File: src/rtl/cpu_pkg.sv
// Shared encodings for the basic processor: opcodes, ALU operations and sequencer states.
package cpu_pkg;

  typedef enum logic [2:0] {
    LOAD  = 3'd0,
    STORE = 3'd1,
    ADD   = 3'd2,
    SUB   = 3'd3,
    BNE   = 3'd4,
    HALT  = 3'd7
  } opcode_t;

  typedef enum logic [1:0] {
    ALU_PASS = 2'd0,
    ALU_ADD  = 2'd1,
    ALU_SUB  = 2'd2
  } alu_op_t;

  typedef enum logic [3:0] {
    IDLE   = 4'd0,
    FETCH0 = 4'd1,
    FETCH1 = 4'd2,
    FETCH2 = 4'd3,
    DECODE = 4'd4,
    MREAD  = 4'd5,
    EXEC   = 4'd6,
    ST1    = 4'd7,
    ST2    = 4'd8,
    BR     = 4'd9,
    HALTED = 4'd10
  } seq_state_t;

  // Opcodes 5 and 6 are unassigned and execute as a 4-cycle NOP.
  function automatic logic op_defined(logic [2:0] o);
    return (o == LOAD) || (o == STORE) || (o == ADD) || (o == SUB) ||
           (o == BNE) || (o == HALT);
  endfunction

endpackage

File: src/rtl/ctrl_sequencer.sv
// Moore fetch/execute control sequencer driving RAM strobes, register loads and bus enables.
// One instruction in flight; outputs decode from the state register (plus op/z_flag where branching).
module ctrl_sequencer
  import cpu_pkg::*;
#(
  parameter int WORD_W = 8,
  parameter int OP_W   = 3
) (
  input  logic            clock,
  input  logic            reset,
  input  logic            run,
  input  logic [OP_W-1:0] op,
  input  logic            z_flag,
  output logic            PC_bus,
  output logic            IR_bus,
  output logic            ACC_bus,
  output logic            MDR_bus,
  output logic            load_MAR,
  output logic            load_MDR,
  output logic            CS,
  output logic            R_NW,
  output logic            load_IR,
  output logic            load_ACC,
  output logic            load_PC,
  output logic            INC_PC,
  output logic [1:0]      alu_op,
  output logic            instr_done,
  output logic            halted
);

  // The opcode field is carved out of the top of an IR word, so it can never be wider than one.
  if (OP_W > WORD_W) begin : g_op_wider_than_word
  end

  seq_state_t state;
  seq_state_t state_nxt;

  always_ff @(posedge clock) begin
    if (reset) state <= IDLE;
    else       state <= state_nxt;
  end

  always_comb begin
    state_nxt = IDLE;
    case (state)
      IDLE:   state_nxt = run ? FETCH0 : IDLE;
      FETCH0: state_nxt = run ? FETCH1 : IDLE;
      FETCH1: state_nxt = FETCH2;
      FETCH2: state_nxt = DECODE;
      DECODE: begin
        case (op)
          LOAD, ADD, SUB: state_nxt = MREAD;
          STORE:          state_nxt = ST1;
          BNE:            state_nxt = BR;
          HALT:           state_nxt = HALTED;
          default:        state_nxt = FETCH0;
        endcase
      end
      MREAD:  state_nxt = EXEC;
      EXEC:   state_nxt = FETCH0;
      ST1:    state_nxt = ST2;
      ST2:    state_nxt = FETCH0;
      BR:     state_nxt = FETCH0;
      HALTED: state_nxt = HALTED;
      default: state_nxt = IDLE;
    endcase
  end

  always_comb begin
    PC_bus     = 1'b0;
    IR_bus     = 1'b0;
    ACC_bus    = 1'b0;
    MDR_bus    = 1'b0;
    load_MAR   = 1'b0;
    load_MDR   = 1'b0;
    CS         = 1'b0;
    R_NW       = 1'b1;
    load_IR    = 1'b0;
    load_ACC   = 1'b0;
    load_PC    = 1'b0;
    INC_PC     = 1'b0;
    alu_op     = ALU_PASS;
    instr_done = 1'b0;
    halted     = 1'b0;
    case (state)
      FETCH0: begin
        PC_bus   = 1'b1;
        load_MAR = 1'b1;
        INC_PC   = 1'b1;
      end
      FETCH1: CS = 1'b1;
      FETCH2: begin
        MDR_bus = 1'b1;
        load_IR = 1'b1;
      end
      DECODE: begin
        IR_bus     = 1'b1;
        load_MAR   = 1'b1;
        instr_done = !op_defined(op);
      end
      MREAD: CS = 1'b1;
      EXEC: begin
        MDR_bus    = 1'b1;
        load_ACC   = 1'b1;
        instr_done = 1'b1;
        case (op)
          ADD:     alu_op = ALU_ADD;
          SUB:     alu_op = ALU_SUB;
          default: alu_op = ALU_PASS;
        endcase
      end
      ST1: begin
        ACC_bus  = 1'b1;
        load_MDR = 1'b1;
      end
      ST2: begin
        CS         = 1'b1;
        R_NW       = 1'b0;
        instr_done = 1'b1;
      end
      // A taken branch (ACC non-zero) reloads PC from the IR address field.
      BR: begin
        IR_bus     = !z_flag;
        load_PC    = !z_flag;
        instr_done = 1'b1;
      end
      HALTED: halted = 1'b1;
      default: ;
    endcase
  end

endmodule
File: config.mk
export PLATFORM = sky130hd
export DESIGN_NAME = ctrl_sequencer
export DESIGN_NICKNAME = d
export VERILOG_FILES = /design/src/rtl/cpu_pkg.sv /design/src/rtl/ctrl_sequencer.sv
export SDC_FILE = /design/constraint.sdc
export NUM_CORES = 1
export LEC_CHECK = 0
export ABC_AREA = 1
export ABC_CLOCK_PERIOD_IN_PS = 1280
export CORE_AREA = 2 2 39 41
export DETAILED_ROUTE_END_ITERATION = 7
export DIE_AREA = 0 0 41 43
export GPL_ROUTABILITY_DRIVEN = 0
export MAX_ROUTING_LAYER = met4
export PLACE_DENSITY = 0.68
export REMOVE_ABC_BUFFERS = 1
export SLEW_MARGIN = 20
export SYNTH_ARGS = -nofsm -noshare
export SYNTH_HDL_FRONTEND = slang
export SYNTH_SLANG_ARGS = --single-unit
File: constraint.sdc
create_clock -name clock -period 1.28 [get_ports clock]
set_input_delay 0.256 -clock clock [delete_from_list [all_inputs] [get_ports clock]]
set_output_delay 0.256 -clock clock [all_outputs]
set_load 0.1 [all_outputs]
Word-level counts from Yosys, hierarchy flattened. Cells that the tools add are included.

Equal/unequal tests: 15. Mux-type cells: 18. Reductions and logical operators: 14.

Operators by type and width (count): 4-bit one-hot mux with 9 select lines (1); 4-bit by 3-bit == test with 1-bit output (second input constant) (4); 4-bit one-hot mux with 4 select lines (1); 4-bit == test (second input constant) (3); 1-bit two-way mux (11); 3-bit OR reduction (3); 4-bit by 2-bit == test with 1-bit output (second input constant) (2); 3-bit by 2-bit == test with 1-bit output (second input constant) (2); 3-bit == test (second input constant) (2); 1-bit logical OR (5); 4-bit by 1-bit == test with 1-bit output (second input constant) (1); 4-bit zero test (1); 2-bit two-way mux (2); 1-bit one-hot mux with 2 select lines (2); 2-bit one-hot mux with 2 select lines (1); 2-bit OR reduction (2); 3-bit by 1-bit == test with 1-bit output (second input constant) (1); 3-bit zero test (1); 1-bit zero test (2).

Flip-flop bits (word level): 4. Bits of input ports: 7. Output and inout bits: 16.

Longest topological paths before layout. Gate-level depths: netlist of the first run.

Depth in word-level cells: 8. Depth in mapped cells: 7. Mapped depth without buffers: 7.

Least setup slack after synthesis of the first run. OpenSTA, ideal clock, no wires.

Path kind: reg2out. Start point: register state[3]. End point: output port IR_bus. Data arrival time: 2.790 ns. Required time: 1.024 ns. Slack: -1.766 ns. Stages on the path, launching flop included: 5. Path buffers: 0. Cell sequence: dfxtp_1 > inv_2 > nor2_2 > nand2_1 > o21ai_0.

Word-level cells in the longest chain between the ends: 2. Elaborated cells on any way between the ends: 3.

Ends and longest elaborated chain: start, declared (RTL line ctrl_sequencer.sv:35) `seq_state_t state;`; start signal, assigned (RTL line ctrl_sequencer.sv:40) `else state <= state_nxt;`; 4-bit == test or 4-bit by 3-bit == test with 1-bit output (tied branches) (RTL line ctrl_sequencer.sv:85) `case (state)`; 1-bit one-hot mux with 2 select lines * (RTL line ctrl_sequencer.sv:85); end, declared (RTL line ctrl_sequencer.sv:15) `output logic IR_bus,`.

Every way passes the cells marked *; elsewhere a longest branch is shown, timed or not.

Final worst setup path of the first run.
Start point: register state[1]. End point: output port IR_bus.

The elaborated chain is that of the path after synthesis.

==> reports/qor.csv, run 1 <==
stage,metric,value,unit
final_layout,antenna_cells,0,
outcome,status,"complete, but fails checks",
grt,grt_max_degree,6,
grt,gr-usage-met1,31.2,%
floorplan,dieArea,1760,sq um
drt,firstDrtPassIters,4,
grt,grt_pass1_vias,724,
final_layout,syn_to_final_growth,199,%
final_layout,drive_above_1_share,74.4,%
sta,finalCritPeriodShare,125,%
final_layout,finish.instance_area,1260,sq um
synth,synth_area_leaders,"dfxtp_1, nand2_1, nand3_1",
final_layout,multi_input_area,437,sq um
placed_design,io_buffers,22,
sta,rsz0062_at_grt,yes,
critical_path,crit_type,reg2out,
grt,antenna_found_initial,0,
outcome,violations,setup timing,
drt,drc,0,
power_and_ir_drop,power_density,562,nW/um^2
critical_path,path_max_fanout,3,
floorplan,num_rows,14,
synth,syn_area,423,sq um
grt,grtUsageTotal,28.2,%
synth,synth_top_area_share,18.9,%
synth,avgSynthCellArea,5.96,sq um
final_layout,seq_area,92.6,sq um
sta,fmax,0.623,GHz
floorplan,initial_core_util,30.6,%
critical_path,endpoint_kind,output port,
clocking,clk_pin_slew,0.04,ns
drt,viasPerCell,5.02,
critical_path,critical-path-max-stage-delay,0.32,ns
critical_path,critPathLaunchType,flop,
clocking,cts_root_buffer,clkbuf_4,
floorplan,ios,23,
sta,drv_slew,0,
synth,synth-seq-area-share,18.9,%
synth,synth_top_area_cell,dfxtp_1,
drt,drt-total-wl,2380,um
floorplan,core_area,1380,sq um
clocking,cts_tree,done,
clocking,cts_sinks,4,
sta,fin_crit,1.61,ns
power_and_ir_drop,pwr-share-clk,23.5,%
power_and_ir_drop,power_frac_comb,56.8,%
grt,grt_use_met2,44.7,%
sta,holdWs,0.628,ns
clocking,hold_buffers,0,
final_layout,post-route-util,91.3,%
drt,drtIter0Drc,25,
placed_design,placed_area,966,sq um
sta,fin_skew,0.00505,ns
final_layout,top_register,state,
final_layout,layoutNonFillerInstCount,141,
clocking,cts_htree_levels,1,
sta,setup_viol,16,
power_and_ir_drop,power_switching_share,44.8,%
placed_design,place_inst,128,
synth,ys_seq_elements,4,
grt,busiest_layer,met2,
final_layout,final_nets,134,
critical_path,cp_slowest_cell,dfxtp_2,
power_and_ir_drop,ir_worst_vdd,0.491,mV
power_and_ir_drop,internal_power,0.000392,W
hold_path,hp-class,in2reg,
final_layout,nFillCells,59,
sta,setup_slack,-0.326,ns
synth,ys.warnings.count,0,
clocking,cts_buffers,3,
clocking,cts_buffer_depth,2,
grt,grt_pass1_wl,3220,um
sta,worst_pin_slew,0.266,ns
floorplan,die_h,43,um
clocking,insertion_delay,0.25,ns
grt,grt_overflow_total,0,
drt,vias,708,
critical_path,worstPathRequired,1.02,ns
drt,wl_per_cell,16.9,um
grt,met3_usage,3.14,%
floorplan,fp.dieW,41,um
job,max_cap_violations,0,
power_and_ir_drop,p_leak,0.583,nW
power_and_ir_drop,power_frac_seq,19.7,%
placed_design,post-dp-hpwl,1190,um
final_layout,largest_reg_flops,4,
drt,ant_nets,0,
critical_path,cp_data_arrival_time,1.35,ns
sta,hold_violations,0,
synth,syn_inst,71,
power_and_ir_drop,power.switching,0.000318,W
final_layout,top_regs,state: 4 flops,
synth,ys_types,15,
sta,slew_headroom,82.1,%
critical_path,path_cells,buf_4 > nor2_4 > nand2_2 > o21ai_2 > buf_12,
## synth_stat cells
| cell type | instances |
|---|---|
| o21ai_0 | 2 |
| inv_1 | 5 |
| dfxtp_1 | 4 |
| inv_2 | 5 |
| nor2_4 | 3 |
| nor2_2 | 6 |
| nand3_1 | 10 |
| nor4_2 | 1 |
| a31oi_1 | 1 |
| nand2_1 | 16 |
| nand4_1 | 1 |
| nand2_2 | 3 |
| buf_4 | 2 |
| a21oi_2 | 2 |
| nor2_1 | 10 |
## cells by family (layout without fill, tap and decap cells)
family | count (synthesis) | in the layout | share of synthesized area (%)
AND/OR/NAND/NOR | 50 | 50 | 60.7
buffers and inverters | 12 | 66 | 12.4
AO/OA/AOI/OAI | 5 | 5 | 7.99
flip-flops | 4 | 4 | 18.9
## power groups by stage
stage	logic [W]	clock network, W	registers [W]
final	0.000403	0.000167	0.000140
after global routing	0.000419	0.000181	0.000141
after detailed placement	0.000323	0	0.000142
after floorplan	0.000175	0	0.000142
after global placement	0.000317	0	0.000141
after CTS	0.000362	0.000161	0.000139
## cells in the final DEF (no fill, tap or decap), drive strengths merged
cell           instances
dlygate4sd2            2
dfxtp                  4
clkbuf                 3
dlymetal6s2s           1
a21oi                  2
inv                   10
nor4                   1
o21ai                  2
a31oi                  1
nor2                  19
buf                   47
clkdlybuf4s50          3
nand2                 19
nand3                 10
nand4                  1
## metal layers
metal | wire [um] | share of wire, %
met5 | 0 | 0
met4 | 95 | 4.0
met3 | 73 | 3.1
met2 | 1300 | 55
met1 | 909 | 38
## final cells by class
class	instances	share of cell area, %
clock buffer	3	1.78
inverter	10	3.56
multi-input combinational	55	34.6
sequential	4	7.33
tap	16	1.58
timing repair buffer	53	51.2
## timing repair
action / in CTS / in global routing
endpoints found under the setup margin: 16 / 18
buffers inserted: 6 / 7
endpoints found under the hold margin: 0 / 0
resized for setup: 39 / 21
gates cloned: 0 / 0
pin swaps: 7 / 16
## per-stage QoR
| step | power (W) | TNS, ns | setup slack [ns] |
|---|---|---|---|
| 2_1_floorplan | 0.000317 | -17.13 | -2.08 |
| 3_3_place_gp | 0.000458 | -2.11 | -0.384 |
| 3_5_place_dp | 0.000464 | -2.38 | -0.429 |
| 4_1_cts | 0.000662 | -3.82 | -0.344 |
| 5_1_grt | 0.000741 | -5.39 | -0.380 |
| 6_report | 0.000710 | -4.54 | -0.326 |
## worst max-delay path, delay by kind of cell (launching register included)
family / cells / cell delay, ns
compound gates: 1 / 0.18
flops: 1 / 0.32
simple gates: 2 / 0.27
buf+inv: 2 / 0.34
## worst paths after layout
check	from	end	slack, ns	depth (start not counted)
hold reg to reg	state[3]	state[2]	0.72	3
setup reg to reg	state[3]	state[1]	0.02	8
hold / removal	reset	state[0]	0.63	2
setup / recovery	state[1]	IR_bus	-0.33	5
No activity file was read; power rests on OpenSTA's default activity.
==> run 2, diff against run 1 <==
- CTS_CLUSTER_DIAMETER: not set -> 120
==> results of run 2 <==
Same layout as run 1: the final DEF is identical, and so are final timing and power.
